File: config.mk
export PLATFORM = sky130hd
export DESIGN_NAME = lenet_result_display_flat
export DESIGN_NICKNAME = d
export VERILOG_FILES = /design/src/rtl/lenet_result_display_if.sv /design/src/rtl/lenet_result_display.sv /design/src/flat_wrapper.sv
export SDC_FILE = /design/constraint.sdc
export NUM_CORES = 1
export LEC_CHECK = 0
export CORE_MARGIN = 5
export CORE_UTILIZATION = 45
export CTS_BUF_LIST = sky130_fd_sc_hd__clkbuf_4
export CTS_CLUSTER_SIZE = 30
export DETAILED_ROUTE_END_ITERATION = 10
export GPL_TIMING_DRIVEN = 0
export PLACE_DENSITY = 0.68
export SLEW_MARGIN = 20
export SYNTH_ARGS = -nofsm -noshare
export SYNTH_HDL_FRONTEND = slang
export SYNTH_SLANG_ARGS = --single-unit
File: constraint.sdc
create_clock -name clk -period 9.7 [get_ports clk]
set_input_delay 1.94 -clock clk [delete_from_list [all_inputs] [get_ports clk]]
set_output_delay 1.94 -clock clk [all_outputs]
set_load 0.03 [all_outputs]
File: src/rtl/lenet_result_display_if.sv
// rtl/lenet_result_display_if.sv - result capture and display signal bundle
interface lenet_result_display_if #(
    parameter int OUTPUT_NODE = 10,
    parameter int DATA_SIZE   = 8
);
    logic                              lenet_finish;
    logic [DATA_SIZE*OUTPUT_NODE-1:0]  result;
    logic [4:0]                        graph;
    logic                              class_valid;
    logic [3:0]                        class_idx;
    logic [7:0]                        an;
    logic [7:0]                        a_to_g;

    modport master (
        output lenet_finish, result, graph,
        input  class_valid, class_idx, an, a_to_g
    );

    modport slave (
        input  lenet_finish, result, graph,
        output class_valid, class_idx, an, a_to_g
    );
endinterface

File: src/rtl/lenet_result_display.sv
// rtl/lenet_result_display.sv - sequential signed argmax of LeNet scores with 8-digit seven-segment readout
module lenet_result_display #(
    parameter int OUTPUT_NODE = 10,
    parameter int DATA_SIZE   = 8,
    parameter int REFRESH_DIV = 50000
) (
    input  logic                   clk,
    input  logic                   rst,
    lenet_result_display_if.slave  bus
);
    localparam int IDX_W = $clog2(OUTPUT_NODE + 1);
    localparam int CNT_W = $clog2(REFRESH_DIV);

    localparam logic [1:0] S_IDLE = 2'd0;
    localparam logic [1:0] S_SCAN = 2'd1;
    localparam logic [1:0] S_HOLD = 2'd2;

    logic [1:0]                       state_q, state_d;
    logic [DATA_SIZE*OUTPUT_NODE-1:0] result_q, result_d;
    logic [4:0]                       graph_q, graph_d;
    logic [DATA_SIZE-1:0]             best_q, best_d;
    logic [3:0]                       best_idx_q, best_idx_d;
    logic [IDX_W-1:0]                 scan_idx_q, scan_idx_d;
    logic                             class_valid_q, class_valid_d;
    logic [3:0]                       class_idx_q, class_idx_d;
    logic [CNT_W-1:0]                 refresh_q, refresh_d;
    logic [2:0]                       digit_q, digit_d;
    logic [7:0]                       an_q, an_d;
    logic [7:0]                       a_to_g_q, a_to_g_d;
    logic [DATA_SIZE-1:0]             cur_score;

    function automatic logic [7:0] seg_enc(input logic [3:0] v);
        case (v)
            4'h0: seg_enc = 8'hC0;  4'h1: seg_enc = 8'hF9;
            4'h2: seg_enc = 8'hA4;  4'h3: seg_enc = 8'hB0;
            4'h4: seg_enc = 8'h99;  4'h5: seg_enc = 8'h92;
            4'h6: seg_enc = 8'h82;  4'h7: seg_enc = 8'hF8;
            4'h8: seg_enc = 8'h80;  4'h9: seg_enc = 8'h90;
            4'hA: seg_enc = 8'h88;  4'hB: seg_enc = 8'h83;
            4'hC: seg_enc = 8'hC6;  4'hD: seg_enc = 8'hA1;
            4'hE: seg_enc = 8'h86;  default: seg_enc = 8'h8E;
        endcase
    endfunction

    always_comb begin
        cur_score = '0;
        for (int k = 0; k < OUTPUT_NODE; k++) begin
            if (scan_idx_q == IDX_W'(k)) cur_score = result_q[k*DATA_SIZE +: DATA_SIZE];
        end

        state_d       = state_q;
        result_d      = result_q;
        graph_d       = graph_q;
        best_d        = best_q;
        best_idx_d    = best_idx_q;
        scan_idx_d    = scan_idx_q;
        class_valid_d = class_valid_q;
        class_idx_d   = class_idx_q;

        case (state_q)
            S_IDLE, S_HOLD: begin
                if (bus.lenet_finish) begin
                    result_d      = bus.result;
                    graph_d       = bus.graph;
                    best_d        = bus.result[DATA_SIZE-1:0];
                    best_idx_d    = 4'd0;
                    scan_idx_d    = IDX_W'(1);
                    class_valid_d = 1'b0;
                    state_d       = S_SCAN;
                end
            end
            S_SCAN: begin
                // finish pulses are deliberately not looked at here
                if (scan_idx_q == IDX_W'(OUTPUT_NODE)) begin
                    class_idx_d   = best_idx_q;
                    class_valid_d = 1'b1;
                    state_d       = S_HOLD;
                end else begin
                    if ($signed(cur_score) > $signed(best_q)) begin
                        best_d     = cur_score;
                        best_idx_d = 4'(scan_idx_q);
                    end
                    scan_idx_d = scan_idx_q + 1'b1;
                end
            end
            default: state_d = S_IDLE;
        endcase

        if (refresh_q == CNT_W'(REFRESH_DIV - 1)) begin
            refresh_d = '0;
            digit_d   = digit_q + 3'd1;
        end else begin
            refresh_d = refresh_q + 1'b1;
            digit_d   = digit_q;
        end

        an_d = ~(8'd1 << digit_q);
        case (digit_q)
            3'd0:    a_to_g_d = class_valid_q ? seg_enc(class_idx_q) : 8'hBF;
            3'd2:    a_to_g_d = seg_enc(graph_q[3:0]);
            3'd3:    a_to_g_d = seg_enc({3'b000, graph_q[4]});
            default: a_to_g_d = 8'hFF;
        endcase
    end

    always_ff @(posedge clk or posedge rst) begin
        if (rst) begin
            state_q       <= S_IDLE;
            result_q      <= '0;
            graph_q       <= '0;
            best_q        <= '0;
            best_idx_q    <= '0;
            scan_idx_q    <= '0;
            class_valid_q <= 1'b0;
            class_idx_q   <= '0;
            refresh_q     <= '0;
            digit_q       <= '0;
            an_q          <= 8'hFF;
            a_to_g_q      <= 8'hFF;
        end else begin
            state_q       <= state_d;
            result_q      <= result_d;
            graph_q       <= graph_d;
            best_q        <= best_d;
            best_idx_q    <= best_idx_d;
            scan_idx_q    <= scan_idx_d;
            class_valid_q <= class_valid_d;
            class_idx_q   <= class_idx_d;
            refresh_q     <= refresh_d;
            digit_q       <= digit_d;
            an_q          <= an_d;
            a_to_g_q      <= a_to_g_d;
        end
    end

    assign bus.class_valid = class_valid_q;
    assign bus.class_idx   = class_idx_q;
    assign bus.an          = an_q;
    assign bus.a_to_g      = a_to_g_q;
endmodule

File: src/flat_wrapper.sv
// flat-port wrapper written by rule: the top's interface ports become plain ports
module lenet_result_display_flat 
#(
    parameter int OUTPUT_NODE = 10,
    parameter int DATA_SIZE   = 8,
    parameter int REFRESH_DIV = 50000
)
  (clk, rst, bus_lenet_finish, bus_result, bus_graph, bus_class_valid, bus_class_idx, bus_an, bus_a_to_g);
  lenet_result_display_if #(.OUTPUT_NODE(OUTPUT_NODE), .DATA_SIZE(DATA_SIZE)) bus_i ();
  input  logic clk;
  input  logic rst;
  input wire logic [$bits(bus_i.lenet_finish)-1:0] bus_lenet_finish;
  input wire logic [$bits(bus_i.result)-1:0] bus_result;
  input wire logic [$bits(bus_i.graph)-1:0] bus_graph;
  output wire logic [$bits(bus_i.class_valid)-1:0] bus_class_valid;
  output wire logic [$bits(bus_i.class_idx)-1:0] bus_class_idx;
  output wire logic [$bits(bus_i.an)-1:0] bus_an;
  output wire logic [$bits(bus_i.a_to_g)-1:0] bus_a_to_g;
  assign bus_i.lenet_finish = bus_lenet_finish;
  assign bus_i.result = bus_result;
  assign bus_i.graph = bus_graph;
  assign bus_class_valid = bus_i.class_valid;
  assign bus_class_idx = bus_i.class_idx;
  assign bus_an = bus_i.an;
  assign bus_a_to_g = bus_i.a_to_g;
  lenet_result_display #(.OUTPUT_NODE(OUTPUT_NODE), .DATA_SIZE(DATA_SIZE), .REFRESH_DIV(REFRESH_DIV)) u_core (.clk(clk), .rst(rst), .bus(bus_i));
endmodule
==> results of run 1 <==
## stage by stage
step	worst slack (ns)	instances	utilization, %	hold slack, ns	area, µm²
final	5.461	1196	56.68	0.4772	9036
after global routing	5.190	1196	56.68	0.5118	9036
after CTS	5.497	1196	56.68	0.4864	9036
after detailed placement	5.525	1164	54.60	0.4647	8705
after global placement	1.994	1163	54.38	0.4572	8670
after floorplan	3.975	840	-	0.4369	7328
## critical path: stages, from the launching register on
cell	delay, ns
sky130_fd_sc_hd__dfrtp_1	0.44
sky130_fd_sc_hd__inv_1	0.16
sky130_fd_sc_hd__ha_1	0.40
sky130_fd_sc_hd__clkbuf_1	0.41
sky130_fd_sc_hd__nand2_1	0.28
sky130_fd_sc_hd__o2111ai_1	0.24
sky130_fd_sc_hd__a31oi_1	0.13
sky130_fd_sc_hd__a21oi_1	0.31
sky130_fd_sc_hd__inv_1	0.08
sky130_fd_sc_hd__ha_1	0.33
sky130_fd_sc_hd__or4b_4	0.48
sky130_fd_sc_hd__o311ai_4	0.44
sky130_fd_sc_hd__or2_1	0.18
sky130_fd_sc_hd__buf_6	0.14
sky130_fd_sc_hd__o211ai_2	0.09
## area by class of cell
type	instances	share of cell area [%]
plain buffers	46	2.285
clock buffers	19	1.579
repair buffers	108	12.16
inverters	36	1.579
multi-input cells	616	37.79
clock inverters	13	2.091
flip-flops and latches	142	39.53
well taps	216	2.991
## sequential cells by signal, summed over array words and instances (netlist names)
| name | cells |
|---|---|
| u_core.best_idx_q | 4 |
| u_core.best_q | 8 |
| u_core.graph_q | 5 |
| u_core.state_q | 2 |
| u_core.bus.a_to_g | 7 |
| u_core.digit_q | 3 |
| u_core.bus.class_valid | 1 |
| u_core.result_q | 80 |
| u_core.bus.class_idx | 4 |
| u_core.refresh_q | 16 |
| u_core.bus.an | 8 |
| u_core.scan_idx_q | 4 |
## placed cells by master (no fill, tap or decap), drive strengths merged, types with 15 or more instances in the layout
cell and count:
clkdlybuf4s50 107, dfrtp 127, clkbuf 52, nor2 29, o21ai 38, nand3 17
ha 32, nand2 305, dfstp 15, nor2b 23, a21oi 32, inv 37
## synth_stat cells (4+ instances only)
cell | n | share of area (%)
sky130_fd_sc_hd__dfstp_2 | 15 | 5.4
sky130_fd_sc_hd__inv_1 | 36 | 1.8
sky130_fd_sc_hd__o21ai_0 | 37 | 2.5
sky130_fd_sc_hd__nor2_1 | 29 | 1.5
sky130_fd_sc_hd__buf_2 | 6 | 0.41
sky130_fd_sc_hd__dfrtp_1 | 127 | 43
sky130_fd_sc_hd__nor3_1 | 7 | 0.48
sky130_fd_sc_hd__clkbuf_1 | 33 | 1.7
sky130_fd_sc_hd__ha_1 | 32 | 5.5
sky130_fd_sc_hd__a21o_1 | 9 | 0.92
sky130_fd_sc_hd__xnor2_1 | 7 | 0.84
sky130_fd_sc_hd__o31ai_1 | 5 | 0.51
sky130_fd_sc_hd__a31oi_1 | 8 | 0.68
sky130_fd_sc_hd__mux2_2 | 4 | 0.61
sky130_fd_sc_hd__xor2_1 | 8 | 0.96
sky130_fd_sc_hd__nor2b_1 | 22 | 1.9
sky130_fd_sc_hd__nand2_1 | 305 | 16
sky130_fd_sc_hd__o2111ai_1 | 6 | 0.72
sky130_fd_sc_hd__mux2i_1 | 5 | 0.68
sky130_fd_sc_hd__nand2b_1 | 13 | 1.1
sky130_fd_sc_hd__nand3_1 | 17 | 1.2
sky130_fd_sc_hd__nor3b_1 | 12 | 1.2
sky130_fd_sc_hd__a21oi_1 | 31 | 2.1
sky130_fd_sc_hd__o211ai_2 | 6 | 1.0
## path summary, 6_finish.rpt
kind,startpoint,to
min,u_core.best_idx_q[1],u_core.bus.class_idx[1]
min reg2reg,u_core.best_idx_q[1],u_core.bus.class_idx[1]
max reg2reg,u_core.scan_idx_q[1],u_core.best_q[2]
max,u_core.scan_idx_q[1],u_core.best_q[2]
min in group asynchronous,rst,u_core.result_q[47]
max in group asynchronous,rst,u_core.best_q[4]
## layer usage
metal  wire length (µm)  track usage [%]  vias to the layer above
met5                  0                0                        -
met4                434            7.594                        0
met3                974            4.529                       33
met2               8574            32.75                      174
met1               8211            26.37                     2860
li1                   -                -                     3010
## power by group
group / total (mW) / leakage, nW / switching (mW) / internal [mW]
Clock: 0.434 / 0.173 / 0.222 / 0.212
Combinational: 1.40 / 2.29 / 0.818 / 0.581
Sequential: 0.970 / 1.76 / 0.147 / 0.823
## cells by family after synthesis
kind of cell,count (synthesis)
buffers and inverters,82
other,1
AND/OR/NAND/NOR,427
XOR/XNOR,15
adder cells (fa/ha/maj),32
multiplexers,11
AO/OA/AOI/OAI,130
flip-flops,142
==> summary.json, run 1 <==
{
  "remaining_drc_errors": {"value": 0},
  "setup-tns-final": {"value": 0, "unit": "ns"},
  "grtUsageTotal": {"value": 20.17, "unit": "%"},
  "fmaxAchievable": {"value": 0.2359, "unit": "GHz"},
  "synthMuxAreaShare": {"value": 1.912, "unit": "%"},
  "gpl.final_weighted_congestion": {"value": 0.9247},
  "area_taken_by_multi_input_logic_gates": {"value": 3415, "unit": "µm²"},
  "synth_area_per_cell": {"value": 8.724, "unit": "µm²"},
  "die_w": {"value": 137.6, "unit": "µm"},
  "report.final.slew_viol_count": {"value": 0},
  "tritoncts": {"value": "yes"},
  "rr_worst_depth": {"value": 14},
  "routed_wirelength": {"value": 18.19, "unit": "mm"},
  "ys_warnings": {"value": 0},
  "post-dp-hpwl": {"value": 13.89, "unit": "mm"},
  "vias_per_cell": {"value": 5.081},
  "share_of_layout_cells_above_drive_strength_1": {"value": 8.163, "unit": "%"},
  "synth_top_family_by_area": {"value": "simple AND/OR/NAND/NOR gates"},
  "num-nets-final": {"value": 1087},
  "row_count": {"value": 46},
  "grt_pass1_wl": {"value": 29.49, "unit": "mm"},
  "clock_insertion_delay_worst_skew": {"value": 0.55, "unit": "ns"},
  "report.final.setup_viol": {"value": 0},
  "deepest_level_of_the_cts_h_tree": {"value": 4},
  "p_leak": {"value": 4.224, "unit": "nW"},
  "max-slew-margin-rel": {"value": 52.87, "unit": "%"},
  "numClockSinks": {"value": 142},
  "max_rail_drop_vdd": {"value": 0.0001423, "unit": "V"},
  "status": {"value": "complete, no violations"},
  "number_of_enable_type_register_cells_in_the_synthesized_netlist": {"value": 0},
  "core_area": {"value": 15940, "unit": "µm²"},
  "synth_flop_cell": {"value": "sky130_fd_sc_hd__dfrtp_1"},
  "drt-pass1-iter-count": {"value": 5},
  "grt_pass1_vias": {"value": 6010},
  "synthXorXnorAreaFrac": {"value": 1.793, "unit": "%"},
  "synth.ff_latch_count": {"value": 142},
  "hold_removal_path_class": {"value": "reg -> reg"},
  "timing.setup.critical_path_class": {"value": "reg -> reg"},
  "postCtsSetupRepairBufs": {"value": 0},
  "maxCapViolCount": {"value": 0},
  "grt_max_degree": {"value": 105},
  "postRouteAntennaNets": {"value": 0},
  "synthArstFlopShare": {"value": 100.0, "unit": "%"},
  "startpoint_type_of_the_worst_setup_path": {"value": "flip-flop"},
  "rrSetupSlack": {"value": 5.46, "unit": "ns"},
  "rsz_0062_raised_after_global_routing": {"value": "no"},
  "post_cts_resized": {"value": 0},
  "routed-via-count": {"value": 6077},
  "fin_total_pwr": {"value": 2.803, "unit": "mW"},
  "routedWlPerCell": {"value": 15.21, "unit": "µm"},
  "synth-seq-area-share": {"value": 48.75, "unit": "%"},
  "final.period_utilization": {"value": 43.70, "unit": "%"},
  "syn_inst": {"value": 840},
  "io_buffers": {"value": 107},
  "finalHoldViolations": {"value": 0},
  "count_of_inserted_antenna_diode_cells": {"value": 0},
  "worst_pin_slew": {"value": 0.7069, "unit": "ns"},
  "timing.critical_path.arrival": {"value": 4.66, "unit": "ns"},
  "synth.net_count": {"value": 960},
  "antenna_violations_before_repair": {"value": 0},
  "power_density": {"value": 310.2, "unit": "nW/µm²"},
  "period_minus_slack": {"value": 4.239, "unit": "ns"},
  "clock_tree.buffer_depth": {"value": 2},
  "worstPathRequired": {"value": 10.13, "unit": "ns"},
  "synth_compound_gate_area_share": {"value": 11.88, "unit": "%"},
  "post_synth_instance_area": {"value": 7328, "unit": "µm²"},
  "cts_hold_repair.buffers": {"value": 0},
  "ios": {"value": 109},
  "setup.worst_path.end_class": {"value": "flip-flop"},
  "area.growth.synth_to_final": {"value": 23.31, "unit": "%"},
  "start_util": {"value": 45.97, "unit": "%"},
  "whs_path_depth": {"value": 2},
  "die-area": {"value": 18940, "unit": "µm²"},
  "post_synth_and_or_nand_nor_area_fraction": {"value": 25.49, "unit": "%"},
  "dr.first_iter.drc_count": {"value": 374},
  "synthAdderAreaFrac": {"value": 5.464, "unit": "%"},
  "ys_types": {"value": 61},
  "cts_root_buf": {"value": "sky130_fd_sc_hd__clkbuf_4"},
  "fill_cells": {"value": 1456},
  "sequential_cell_area": {"value": 3572, "unit": "µm²"},
  "final.setup_skew": {"value": 0.02344, "unit": "ns"},
  "cts.reportedPaths.clkPinSlew": {"value": 0.13, "unit": "ns"},
  "globalRoute.totalOverflow": {"value": 0},
  "worstPathMaxFanout": {"value": 10},
  "die_h": {"value": 137.6, "unit": "µm"},
  "tritoncts.num_buffers": {"value": 17}
}
(Power assumes the default switching activity.)
==> run 2: changes to the inputs <==
Clock period 9.7 ns to 4 ns, I/O delays scaled along.
==> summary.json, run 2 (synthesis results as in run 1) <==
{
  "period_minus_slack": {"value": 3.872, "unit": "ns", "change": "-0.3672 ns"},
  "finalHoldWorstSlack": {"value": 0.4858, "unit": "ns", "change": "+0.008572 ns"},
  "dp_worst_setup_slack": {"value": -0.1774, "unit": "ns", "change": "-5.702 ns"},
  "mostFrequentLayoutCells": {"value": "sky130_fd_sc_hd__nand2_1 (305), sky130_fd_sc_hd__dfrtp_1 (127), sky130_fd_sc_hd__clkdlybuf4s50_1 (107), sky130_fd_sc_hd__o21ai_0 (36), sky130_fd_sc_hd__inv_1 (35)"},
  "routedWlPerCell": {"value": 15.31, "unit": "µm", "change": "+0.66%"},
  "fmaxAchievable": {"value": 0.2583, "unit": "GHz", "change": "+9.5%"},
  "setup-tns-final": {"value": 0, "unit": "ns", "change": "unchanged"},
  "antenna_violations_before_repair": {"value": 0, "change": "unchanged"},
  "layout_commonest_cell": {"value": "sky130_fd_sc_hd__nand2_1"},
  "cts_hold_repair.buffers": {"value": 0, "change": "unchanged"},
  "clock_tree.buffer_depth": {"value": 2, "change": "unchanged"},
  "globalRoute.totalOverflow": {"value": 0, "change": "unchanged"},
  "maxCapViolCount": {"value": 0, "change": "unchanged"},
  "registers.top_by_ff_count": {"value": "u_core.result_q"},
  "worstPathRequired": {"value": 4.49, "unit": "ns", "change": "-5.64 ns"},
  "area.growth.synth_to_final": {"value": 26.34, "unit": "%"},
  "num-nets-final": {"value": 1093, "change": "+0.55%"},
  "status": {"value": "complete, no violations"},
  "layout_top_registers": {"value": "u_core.result_q: 80 flops, u_core.refresh_q: 16 flops"},
  "final.period_utilization": {"value": 96.79, "unit": "%", "change": "+53 points"},
  "remaining_drc_errors": {"value": 0, "change": "unchanged"},
  "met3_wirelength": {"value": 1.127, "unit": "mm", "change": "+16%"},
  "vias_per_cell": {"value": 5.070, "change": "-0.22%"},
  "cts.reportedPaths.clkPinSlew": {"value": 0.13, "unit": "ns", "change": "about the same"},
  "max_rail_drop_vdd": {"value": 0.0003511, "unit": "V", "change": "+150%"},
  "power_density": {"value": 780.9, "unit": "nW/µm²", "change": "+150%"},
  "critPathSlowestCell": {"value": "sky130_fd_sc_hd__dfrtp_1"},
  "comb_power_share": {"value": 50.1, "unit": "%", "change": "+0.2 points"},
  "largest_register_ffs": {"value": 80, "change": "unchanged"},
  "die_w": {"value": 137.6, "unit": "µm", "change": "unchanged"},
  "drt-pass1-iter-count": {"value": 5, "change": "unchanged"},
  "cts_root_buf": {"value": "sky130_fd_sc_hd__clkbuf_4"},
  "io_buffers": {"value": 107, "change": "unchanged"},
  "routed-via-count": {"value": 6094, "change": "+0.28%"},
  "rsz_0062_raised_after_global_routing": {"value": "no"},
  "grtUsageTotal": {"value": 20.32, "unit": "%", "change": "+0.16 points"},
  "layout.core_utilization": {"value": 58.08, "unit": "%", "change": "+1.4 points"},
  "fill_cells": {"value": 1469, "change": "+0.89%"},
  "routed_wirelength": {"value": 18.41, "unit": "mm", "change": "+1.2%"},
  "core_area": {"value": 15940, "unit": "µm²", "change": "unchanged"},
  "share_of_layout_cells_above_drive_strength_1": {"value": 10.45, "unit": "%", "change": "+2.3 points"},
  "post-dp-hpwl": {"value": 14.08, "unit": "mm", "change": "+1.4%"},
  "final.setup_skew": {"value": 0.02080, "unit": "ns", "change": "-0.002642 ns"},
  "critical-path-top-cell-by-count": {"value": "sky130_fd_sc_hd__inv_1"},
  "timing.setup.critical_path_class": {"value": "reg -> reg"},
  "timing.critical_path.arrival": {"value": 4.36, "unit": "ns", "change": "-0.30 ns"},
  "ios": {"value": 109, "change": "unchanged"},
  "count_of_inserted_antenna_diode_cells": {"value": 0, "change": "unchanged"},
  "report.final.setup_viol": {"value": 0, "change": "unchanged"},
  "clock_insertion_delay_worst_skew": {"value": 0.55, "unit": "ns", "change": "about the same"},
  "gpl.final_weighted_congestion": {"value": 0.9082, "change": "-1.8%"},
  "timing.critical_path.cells": {"value": "inv_1 > ha_2 > clkbuf_4 > nor3b_1 > o21ai_0 > o2111ai_1 > a31oi_1 > a21oi_2 > inv_1 > ha_1 > nand4_1 > nor2_1 > o31ai_2 > o311ai_4 > buf_4 > or2_1 > buf_6 > o211ai_2"},
  "deepest_level_of_the_cts_h_tree": {"value": 4, "change": "unchanged"},
  "worst_r2r_startpoint": {"value": "u_core.scan_idx_q[1]"},
  "whs_endpoint": {"value": "u_core.result_q[17]"},
  "met2_wirelength_from_detailed_routing": {"value": 8.571, "unit": "mm", "change": "about the same"},
  "whs_path_depth": {"value": 2, "change": "unchanged"},
  "worst_pin_slew": {"value": 0.7391, "unit": "ns", "change": "+0.03217 ns"},
  "grt_max_degree": {"value": 36, "change": "-66%"},
  "switching_share": {"value": 41.17, "unit": "%", "change": "-1.2 points"},
  "maxUsedRoutingLayer": {"value": "met4"},
  "die_h": {"value": 137.6, "unit": "µm", "change": "unchanged"},
  "post-route-worst-setup-slack": {"value": 0.1283, "unit": "ns", "change": "-5.333 ns"},
  "sequential_cell_area": {"value": 3572, "unit": "µm²", "change": "unchanged"},
  "rr_worst_depth": {"value": 18, "change": "+4"},
  "dr.first_iter.drc_count": {"value": 411, "change": "+9.9%"},
  "worstPathMaxFanout": {"value": 10, "change": "unchanged"},
  "rrSetupSlack": {"value": 0.13, "unit": "ns", "change": "-5.33 ns"},
  "p_leak": {"value": 4.324, "unit": "nW", "change": "+2.4%"},
  "row_count": {"value": 46, "change": "unchanged"},
  "report.final.slew_viol_count": {"value": 0, "change": "unchanged"},
  "max-slew-margin-rel": {"value": 50.73, "unit": "%", "change": "-2.1 points"},
  "tritoncts.num_buffers": {"value": 17, "change": "unchanged"},
  "worstReg2RegEnd": {"value": "u_core.best_q[2]"},
  "start_util": {"value": 45.97, "unit": "%", "change": "unchanged"},
  "numClockSinks": {"value": 142, "change": "unchanged"},
  "tritoncts": {"value": "yes"},
  "postRouteAntennaNets": {"value": 0, "change": "unchanged"},
  "die-area": {"value": 18940, "unit": "µm²", "change": "unchanged"},
  "hold_removal_path_class": {"value": "reg -> reg"},
  "power.share.sequential": {"value": 32.5, "unit": "%", "change": "-2.1 points"},
  "power.switching": {"value": 2.977, "unit": "mW", "change": "+150%"},
  "grt_pass1_vias": {"value": 6004, "change": "-0.10%"},
  "p_clk_share": {"value": 17.4, "unit": "%", "change": "+1.9 points"},
  "detail_route.wirelength.met1": {"value": 8.198, "unit": "mm", "change": "-0.16%"},
  "area_taken_by_multi_input_logic_gates": {"value": 3467, "unit": "µm²", "change": "+1.5%"},
  "setup.worst_path.end_class": {"value": "flip-flop"},
  "startpoint_type_of_the_worst_setup_path": {"value": "flip-flop"},
  "grt_pass1_wl": {"value": 29.82, "unit": "mm", "change": "+1.1%"},
  "finalHoldViolations": {"value": 0, "change": "unchanged"},
  "largest_stage_delay_worst_path": {"value": 0.45, "unit": "ns", "change": "-0.03 ns"},
  "int_pwr": {"value": 4.253, "unit": "mW", "change": "+160%"},
  "hold_path.startpoint": {"value": "u_core.result_q[17]"}
}
[run 2: metrics by stage]
| step | instance area [µm²] | total power, mW | std cells |
|---|---|---|---|
| after floorplan | 7332 | 4.767 | 840 |
| after global placement | 8673 | 5.668 | 1163 |
| after detailed placement | 8761 | 5.749 | 1167 |
| after CTS | 9209 | 7.184 | 1202 |
| after global routing | 9259 | 7.778 | 1202 |
| final | 9259 | 7.230 | 1202 |
[run 2: layout make-up]
cell class / count / area share, %
clock inverters: 15 / 3.041
multi-input cells: 616 / 37.45
plain buffers: 46 / 2.378
repair buffers: 114 / 12.76
well taps: 216 / 2.919
flip-flops and latches: 142 / 38.58
clock buffers: 17 / 1.378
inverters: 36 / 1.500
[run 2: routing by layer]
layer | vias to the layer above | global-route usage, %
met5 | - | 0
met4 | 0 | 8.149
met3 | 34 | 4.346
met2 | 205 | 32.16
met1 | 2825 | 27.24
li1 | 3030 | -
[run 2: worst max path at each step]
stage | start | to | slack, ns | depth (start not counted)
6_report | u_core.scan_idx_q[1] | u_core.best_q[2] | 0.13 | 18
5_1_grt | u_core.scan_idx_q[0] | u_core.best_q[5] | 0.0006 | 18
4_1_cts | u_core.scan_idx_q[1] | u_core.best_idx_q[0] | 0.06 | 15
3_5_place_dp | u_core.scan_idx_q[1] | u_core.best_q[2] | -0.18 | 16
3_3_place_gp | u_core.scan_idx_q[1] | u_core.best_q[5] | -0.17 | 16
2_1_floorplan | u_core.scan_idx_q[0] | u_core.best_q[1] | 0.66 | 18
[run 2: what timing repair did]
action / 4_1_cts / 5_1_grt
pin swaps: 1 / 1
setup endpoints to repair: 12 / 12
endpoints found under the hold margin: 0 / 0
buffers inserted: 3 / 0
resized for setup: 7 / 17
[run 2: worst max-delay path: cells and delay by family (launching register included)]
kind                       cells  cell delay, ns
buffers and inverters          5            0.82
DFF                            1            0.45
and+or+nand+nor                4            0.48
AOI/OAI and AO/OA              7            1.49
adders and majority gates      2            0.58
[run 2: power groups by stage]
stage | registers [mW] | clock network (mW) | logic [mW]
2_1_floorplan | 2.35 | 0 | 2.41
6_report | 2.35 | 1.26 | 3.62
4_1_cts | 2.34 | 1.29 | 3.55
5_1_grt | 2.41 | 1.35 | 4.01
3_3_place_gp | 2.37 | 0 | 3.30
3_5_place_dp | 2.37 | 0 | 3.38
